**config.mk**
```make
export PLATFORM = sky130hd
export DESIGN_NAME = countdown_timer
export DESIGN_NICKNAME = d
export VERILOG_FILES = /design/src/rtl/countdown_timer.sv
export SDC_FILE = /design/constraint.sdc
export NUM_CORES = 1
export LEC_CHECK = 0
export ABC_CLOCK_PERIOD_IN_PS = 2300
export CORE_MARGIN = 2
export CORE_UTILIZATION = 50
export DETAILED_ROUTE_END_ITERATION = 10
export DONT_BUFFER_PORTS = 1
export HOLD_SLACK_MARGIN = 0.03
export PLACE_DENSITY = 0.77
export SYNTH_ARGS = -nofsm -noshare
export SYNTH_HDL_FRONTEND = slang
export SYNTH_SLANG_ARGS = --single-unit
```
**constraint.sdc**
```tcl
create_clock -name CLK -period 2.3 [get_ports CLK]
set_input_delay 0.345 -clock CLK [delete_from_list [all_inputs] [get_ports CLK]]
set_output_delay 0.345 -clock CLK [all_outputs]
set_load 0.02 [all_outputs]
```
**src/rtl/countdown_timer.sv**
```systemverilog
// Loadable down-counting timer with a one-cycle EXPIRED pulse on reaching zero.
// Define AUTO_RELOAD_EN to restart from the last loaded value on expiry (periodic mode).
module countdown_timer #(
  parameter int WIDTH = 32
) (
  input  logic             CLK,
  input  logic             RST,
  input  logic             LOAD,
  input  logic [WIDTH-1:0] LOAD_VALUE,
  input  logic             EN,
  input  logic             ABORT,
  output logic [WIDTH-1:0] VALUE,
  output logic             BUSY,
  output logic             EXPIRED
);

  typedef enum logic [0:0] {
    IDLE = 1'b0,
    RUN  = 1'b1
  } state_e;

  localparam logic [WIDTH-1:0] ZERO = {WIDTH{1'b0}};
  localparam logic [WIDTH-1:0] ONE  = {{(WIDTH-1){1'b0}}, 1'b1};

  state_e           state_q, state_d;
  logic [WIDTH-1:0] value_q, value_d;
  logic             expired_q, expired_d;

`ifdef AUTO_RELOAD_EN
  logic [WIDTH-1:0] reload_q, reload_d;
`endif

  // Next-state logic; priority is LOAD > ABORT > enabled decrement.
  always_comb begin
    state_d   = state_q;
    value_d   = value_q;
    expired_d = 1'b0;
`ifdef AUTO_RELOAD_EN
    reload_d  = reload_q;
`endif
    if (LOAD) begin
      value_d = LOAD_VALUE;
`ifdef AUTO_RELOAD_EN
      reload_d = LOAD_VALUE;
`endif
      // A zero load is a one-shot pulse even in periodic mode, so EXPIRED cannot stick.
      if (LOAD_VALUE != ZERO) begin
        state_d = RUN;
      end else begin
        state_d   = IDLE;
        expired_d = 1'b1;
      end
    end else if (ABORT && (state_q == RUN)) begin
      state_d = IDLE;
      value_d = ZERO;
    end else if (EN && (state_q == RUN)) begin
      if (value_q == ONE) begin
        expired_d = 1'b1;
`ifdef AUTO_RELOAD_EN
        value_d   = reload_q;
        state_d   = RUN;
`else
        value_d   = ZERO;
        state_d   = IDLE;
`endif
      end else begin
        value_d = value_q - ONE;
      end
    end else begin
      state_d = state_q;
    end
  end

  // State and output registers with synchronous reset.
  always_ff @(posedge CLK) begin
    if (RST) begin
      state_q   <= IDLE;
      value_q   <= ZERO;
      expired_q <= 1'b0;
`ifdef AUTO_RELOAD_EN
      reload_q  <= ZERO;
`endif
    end else begin
      state_q   <= state_d;
      value_q   <= value_d;
      expired_q <= expired_d;
`ifdef AUTO_RELOAD_EN
      reload_q  <= reload_d;
`endif
    end
  end

  assign VALUE   = value_q;
  assign BUSY    = (state_q == RUN);
  assign EXPIRED = expired_q;

endmodule

```
==> run summary, run 1 <==
Antenna cells - 0
Final worst setup slack - 0.0314 ns
End point of the critical path - VALUE[16]
P_int - 1.14 mW
Share of layout cells above drive strength 1 - 0.241
Worst VDD drop - 394 uV
Clock power frac - 0.266
Latest clock arrival within the worst-skew pair - 0.30 ns
Total number of vias - 2961
Clock Pin Slew Worst Setup and Hold Paths - 0.08 ns
PwrDens - 615 nW/um2
Net count after synthesis - 339
RSZ-0062 raised after global routing - yes
Final Max Tran Viols - 0
Crit. End Element - flip-flop
Initial antenna violation count - 0
Grt ovf - 0
Hold Vio Cnt, Final - 0
Initial DRC count - 362
Fmax achieved - 441 MHz
Minimum clock period - 2.27 ns
Min-Delay Path Class - in -> reg
Drt total wl - 8620 um
Worst path required time - 2.53 ns
Final period util - 0.986
Clk root buf - clkbuf_8
Max FO, Critical Path - 3
Number of synthesized flops with an enable pin - 0
Mapped cell area - 2390 um2
Gr usage total - 0.318
Longest Clk Path Bufs - 2
Crit Path Class - reg -> reg
CTS tree - built
Worst setup SP type - flip-flop
Yosys reg bits - 34
Synth Instances - 300
Register area share after synthesis - 0.285
Max_slew headroom - 0.634
Placed Cells - 384
Most common cell after layout, fill and taps aside - buf_4
IO Pins - 71
Clock sinks - 34
First-pass GRT wire length - 13400 um
Worst hold slack - 0.106 ns
Post-synth top flop - dfxtp_1
Sw power - 0.665 mW
Num rows - 25
Vias in the first global route - 2704
Pre-Repair DR Iteration Count - 6
Sw Share - 0.368
R2R setup slack - 0.03 ns
Number of I/O port buffers - 0
DP Worst Slack - 0.142 ns
Layout Skew - 0.00605 ns
DR WL/cell - 21.6 um
Share of synthesized registers carrying an async set or reset - 0
Core footprint - 4660 um2
Outcome - complete, no violations
# nets final - 383
Final setup fails - 0
Placer congestion estimate - 0.930
Crit path arrival time - 2.50 ns
Most frequent cells in the layout - buf_4, dfxtp_1, a22oi_1, nand2_1
Drt drc - 0
Synth Warn # - 0
Pin count of the biggest net entering global routing - 47
Die area - 5350 um2
Worst R2R Start - VALUE[0]
Reg2Reg Depth - 8
Actual slew at the worst max-slew pin - 0.543 ns
Gate power share - 0.352
Area Overhead vs Synth - 22.9%
Synth unique cells - 56
Setup crit start - VALUE[0]
Leakage dissipation - 1.04 nW
ANT nets after route - 0
Flop pwr share - 0.382
Starting Density - 0.513
Number of max-cap violations - 0
DR vias/cell - 7.42
Average size of a mapped cell - 7.97 um2
CTS buffer count - 5
Die height - 73.1 um
Final setup TNS - 0 ns
Final Util - 0.630
DP HPWL - 6100 um
R2r endpoint - VALUE[16]
Width of the chip - 73.1 um
Post-route insts no fill - 399
H-tree depth - 2
-- cells in the mapped netlist (4+ instances only) --
| library cell | instances | area, um2 |
|---|---|---|
| nand4_1 | 14 | 87.6 |
| o311ai_0 | 7 | 61.3 |
| or3_1 | 5 | 31.3 |
| nand2_1 | 19 | 71.3 |
| inv_1 | 6 | 22.5 |
| nand3_1 | 18 | 90.1 |
| nor4_1 | 13 | 81.3 |
| dfxtp_1 | 34 | 681 |
| a221oi_1 | 6 | 52.6 |
| a31oi_1 | 17 | 106 |
| a21oi_1 | 13 | 65.1 |
| nor3_1 | 16 | 80.1 |
| and4_1 | 5 | 43.8 |
| buf_2 | 4 | 20.0 |
| a22oi_1 | 19 | 143 |
| o21ai_0 | 7 | 35.0 |
| nor2_1 | 14 | 52.6 |
| or4_1 | 6 | 45.0 |
| clkbuf_1 | 15 | 56.3 |
| a211oi_1 | 5 | 37.5 |
-- power groups by stage --
stage               registers, mW  logic, mW  clock network [mW]
floorplan                   0.765      0.319                   0
global placement            0.697      0.574                   0
detailed placement          0.699      0.584                   0
CTS                         0.686      0.588               0.477
global route                0.696      0.677               0.502
finish                      0.691      0.635               0.481
-- worst max-delay path, stage by stage (launching register included) --
cell and delay, ns:
dfxtp_2 0.33, inv_2 0.08, ha_4 0.15, or4b_4 0.50, nor4_4 0.33, buf_4 0.18
nand3_2 0.07, or4_1 0.39, a31oi_1 0.17
-- area by class of cell --
cell class | count | area, um2
clock buffer | 7 | 86.3
clock inverter | 1 | 5.00
fill | 415 | 1720
inverter | 6 | 22.5
multi-input combinational | 239 | 1630
sequential | 34 | 683
tap | 54 | 67.6
timing repair buffer | 58 | 448
-- cells by family after synthesis --
kind of cell,Yosys count,share of synthesized area
flops,34,0.285
buf+inv,27,0.0476
fa+ha+maj,2,0.0105
compound gates,107,0.337
simple gates,130,0.320
-- per-layer routing --
metal  track usage  wire length, um
met1         0.424             3460
met2         0.480             3860
met3        0.0829              960
met4         0.144              338
met5             0                0
-- metrics by stage --
stage / area [um2] / power, mW
after floorplan: 2390 / 1.08
after global placement: 2760 / 1.27
after detailed placement: 2760 / 1.28
after CTS: 2860 / 1.75
after global routing: 2940 / 1.87
final: 2940 / 1.81
-- worst min-delay path by stage --
stage | cells after the start | start | end | slack, ns
floorplan | 2 | LOAD_VALUE[5] | VALUE[5] | 0.49
global placement | 1 | RST | VALUE[19] | 0.42
detailed placement | 1 | RST | VALUE[18] | 0.42
CTS | 1 | RST | VALUE[19] | 0.11
global route | 1 | RST | VALUE[11] | 0.11
finish | 1 | RST | VALUE[15] | 0.11
-- sequential cells by signal, summed over array words and instances, names as in the netlist --
name     flops
EXPIRED      1
BUSY         1
VALUE       32
-- repair_timing --
item,in CTS,in global routing
hold buffers,0,0
buffers inserted,0,7
endpoints found under the setup margin,0,10
gates resized for setup,0,10
Power figures use the tool's default switching activity.
==> run 2, diff against run 1 <==
--- a/config.mk
+++ b/config.mk
@@ -14,2 +14,3 @@
 export PLACE_DENSITY = 0.77
+export SLEW_MARGIN = 20
 export SYNTH_ARGS = -nofsm -noshare
--- a/constraint.sdc
+++ b/constraint.sdc
@@ -3,2 +3,2 @@
 set_output_delay 0.345 -clock CLK [all_outputs]
-set_load 0.02 [all_outputs]
+set_load 0.05 [all_outputs]
==> run 2 against run 1 <==
Effect of this change: the run now ends with negative setup slack left; non-clock buffer count shrank 3; critical path depth shrank 1; sequential share of layout area is 0.10 points higher; via count grew 0.88%; sequential cell count unchanged; global-route usage up 1.4 points; utilization rose by 0.19 points; wire length rose by 1.4%; setup slack lost 0.049 ns; critical endpoint unchanged; largest power group is now combinational logic; clock power is 2% higher.
==> run summary, run 2 (synthesized netlist as in run 1, its figures left out) <==
Leakage dissipation - 1.04 nW (-0.47%)
Max reg flops - 32 (unchanged)
Worst hold slack - 0.0971 ns (-0.00878 ns)
Most common cell after layout, fill and taps aside - buf_4
RSZ-0062 raised after global routing - yes
DP HPWL - 6110 um (+0.10%)
Top Family by Delay on Critical Path - simple AND/OR/NAND/NOR gates
Pin count of the biggest net entering global routing - 47 (unchanged)
Drt total wl - 8740 um (+1.4%)
Max layer used - met4
Max FO, Critical Path - 5 (+2)
DP Worst Slack - 0.0850 ns (-0.0566 ns)
Drt drc - 0 (unchanged)
Clock Pin Slew Worst Setup and Hold Paths - 0.08 ns (about the same)
Final period util - 1.01 (+0.0211)
Area Overhead vs Synth - 23.3%
Grt ovf - 0 (unchanged)
Longest Clk Path Bufs - 2 (unchanged)
Num rows - 25 (unchanged)
CTS tree - built
CP bufs+invs - 1 (-1)
Layout Skew - 0.00791 ns (+0.00187 ns)
Crit-path cells - inv_4 > ha_4 > or4b_4 > nor4_4 > nand3_2 > or4_4 > a31oi_1
Max_slew headroom - 0.605 (-0.0298)
Reg2Reg Depth - 7 (-1)
Worst VDD drop - 310 uV (-21%)
Vias in the first global route - 2815 (+4.1%)
Critical path depth - 7 (-1)
Hold Vio Cnt, Final - 0 (unchanged)
Antenna cells - 0 (unchanged)
Fmax achieved - 432 MHz (-2.1%)
Minimum clock period - 2.32 ns (+0.0486 ns)
Worst path required time - 2.53 ns (about the same)
Most frequent cells in the layout - buf_4, dfxtp_1, a22oi_1, nand2_1, a31oi_1
Total number of vias - 2987 (+0.88%)
Number of max-cap violations - 0 (unchanged)
Gr usage total - 0.332 (+0.0138)
Die area - 5350 um2 (unchanged)
Initial antenna violation count - 0 (unchanged)
Crit. End Element - flip-flop
Worst Hold Depth - 1 (unchanged)
Hold Buf Count CTS - 0 (unchanged)
Min-Delay Path Class - in -> reg
CTS buffer count - 5 (unchanged)
Clk root buf - clkbuf_8
Worst setup SP type - flip-flop
Crit Path Class - reg -> reg
Starting Density - 0.513 (unchanged)
Final setup fails - 1 (+1)
Failing checks - negative setup slack
Final setup TNS - -0.0172 ns (-0.0172 ns)
IO Pins - 71 (unchanged)
Width of the chip - 73.1 um (unchanged)
R2R setup slack - -0.02 ns (-0.05 ns)
Clock sinks - 34 (unchanged)
Critical path's largest stage delay - 0.51 ns (about the same)
Met3 WL - 1030 um (+7.5%)
ANT nets after route - 0 (unchanged)
# nets final - 380 (-0.78%)
PwrDens - 649 nW/um2 (+5.6%)
Crit path arrival time - 2.55 ns (+0.05 ns)
Core footprint - 4660 um2 (unchanged)
H-tree depth - 2 (unchanged)
DR vias/cell - 7.54 (+1.6%)
Met1 WL - 3460 um (about the same)
First-pass GRT wire length - 13600 um (+1.8%)
DR WL/cell - 22.1 um (+2.1%)
Final Max Tran Viols - 0 (unchanged)
Placer congestion estimate - 0.930 (about the same)
Latest clock arrival within the worst-skew pair - 0.31 ns (about the same)
Initial DRC count - 342 (-5.5%)
Routed length on met2 - 3980 um (+3.0%)
Final worst setup slack - -0.0172 ns (-0.0486 ns)
Actual slew at the worst max-slew pin - 0.589 ns (+0.0451 ns)
Outcome - finished, violations left
Number of I/O port buffers - 0 (unchanged)
Die height - 73.1 um (unchanged)
CP max-delay cell - or4b_4
Pre-Repair DR Iteration Count - 7 (+1)
Share of layout cells above drive strength 1 - 0.243 (+0.00211)
==> run 2: changes by cell type in the layout (fill, tap and decap cells not counted), sizes merged <==
cell / change
buf: -3
==> run 2: routing by layer <==
| metal | global-route usage | up-vias |
|---|---|---|
| met5 | 0 | - |
| met4 | 0.158 | 0 |
| met3 | 0.108 | 34 |
| met2 | 0.503 | 210 |
| met1 | 0.425 | 1415 |
| li1 | - | 1328 |
==> run 2: through the flow <==
step	util	cells	power [mW]	area, um2
global placement	0.592	383	1.37	2760
detailed placement	0.592	383	1.38	2760
CTS	0.611	391	1.86	2850
finish	0.632	396	1.91	2950
global route	0.632	396	1.98	2950
floorplan	-	300	1.19	2390
==> run 2: worst register-to-register path, delay by kind of cell (launching register included) <==
kind / cells / cell delay (ns)
DFF: 1 / 0.38
adders and majority gates: 1 / 0.13
and+or+nand+nor: 4 / 1.51
buffers and inverters: 1 / 0.07
AOI/OAI and AO/OA: 1 / 0.16
==> run 2: layout make-up <==
cell class                 instances  area (um2)
timing repair buffer              55         425
fill                             416        1710
clock inverter                     1        5.00
multi-input combinational        239        1650
tap                               54        67.6
sequential                        34         688
inverter                           6        27.5
clock buffer                       7        86.3
==> run 2: what timing repair did <==
action	in CTS	in global routing
endpoints found under the setup margin	0	17
setup buffers	0	5
resized for setup	0	17
==> run 2: power by group <==
group          internal [mW]  switching, mW  total (mW)
clock                  0.242          0.248       0.490
combinational          0.255          0.470       0.725
sequential             0.636         0.0621       0.698
==> run 2: final timing paths <==
| path | start | to |
|---|---|---|
| setup reg to reg | VALUE[0] | VALUE[16] |
| hold reg to reg | VALUE[26] | VALUE[26] |
| setup / recovery | VALUE[0] | VALUE[16] |
| hold / removal | RST | BUSY |
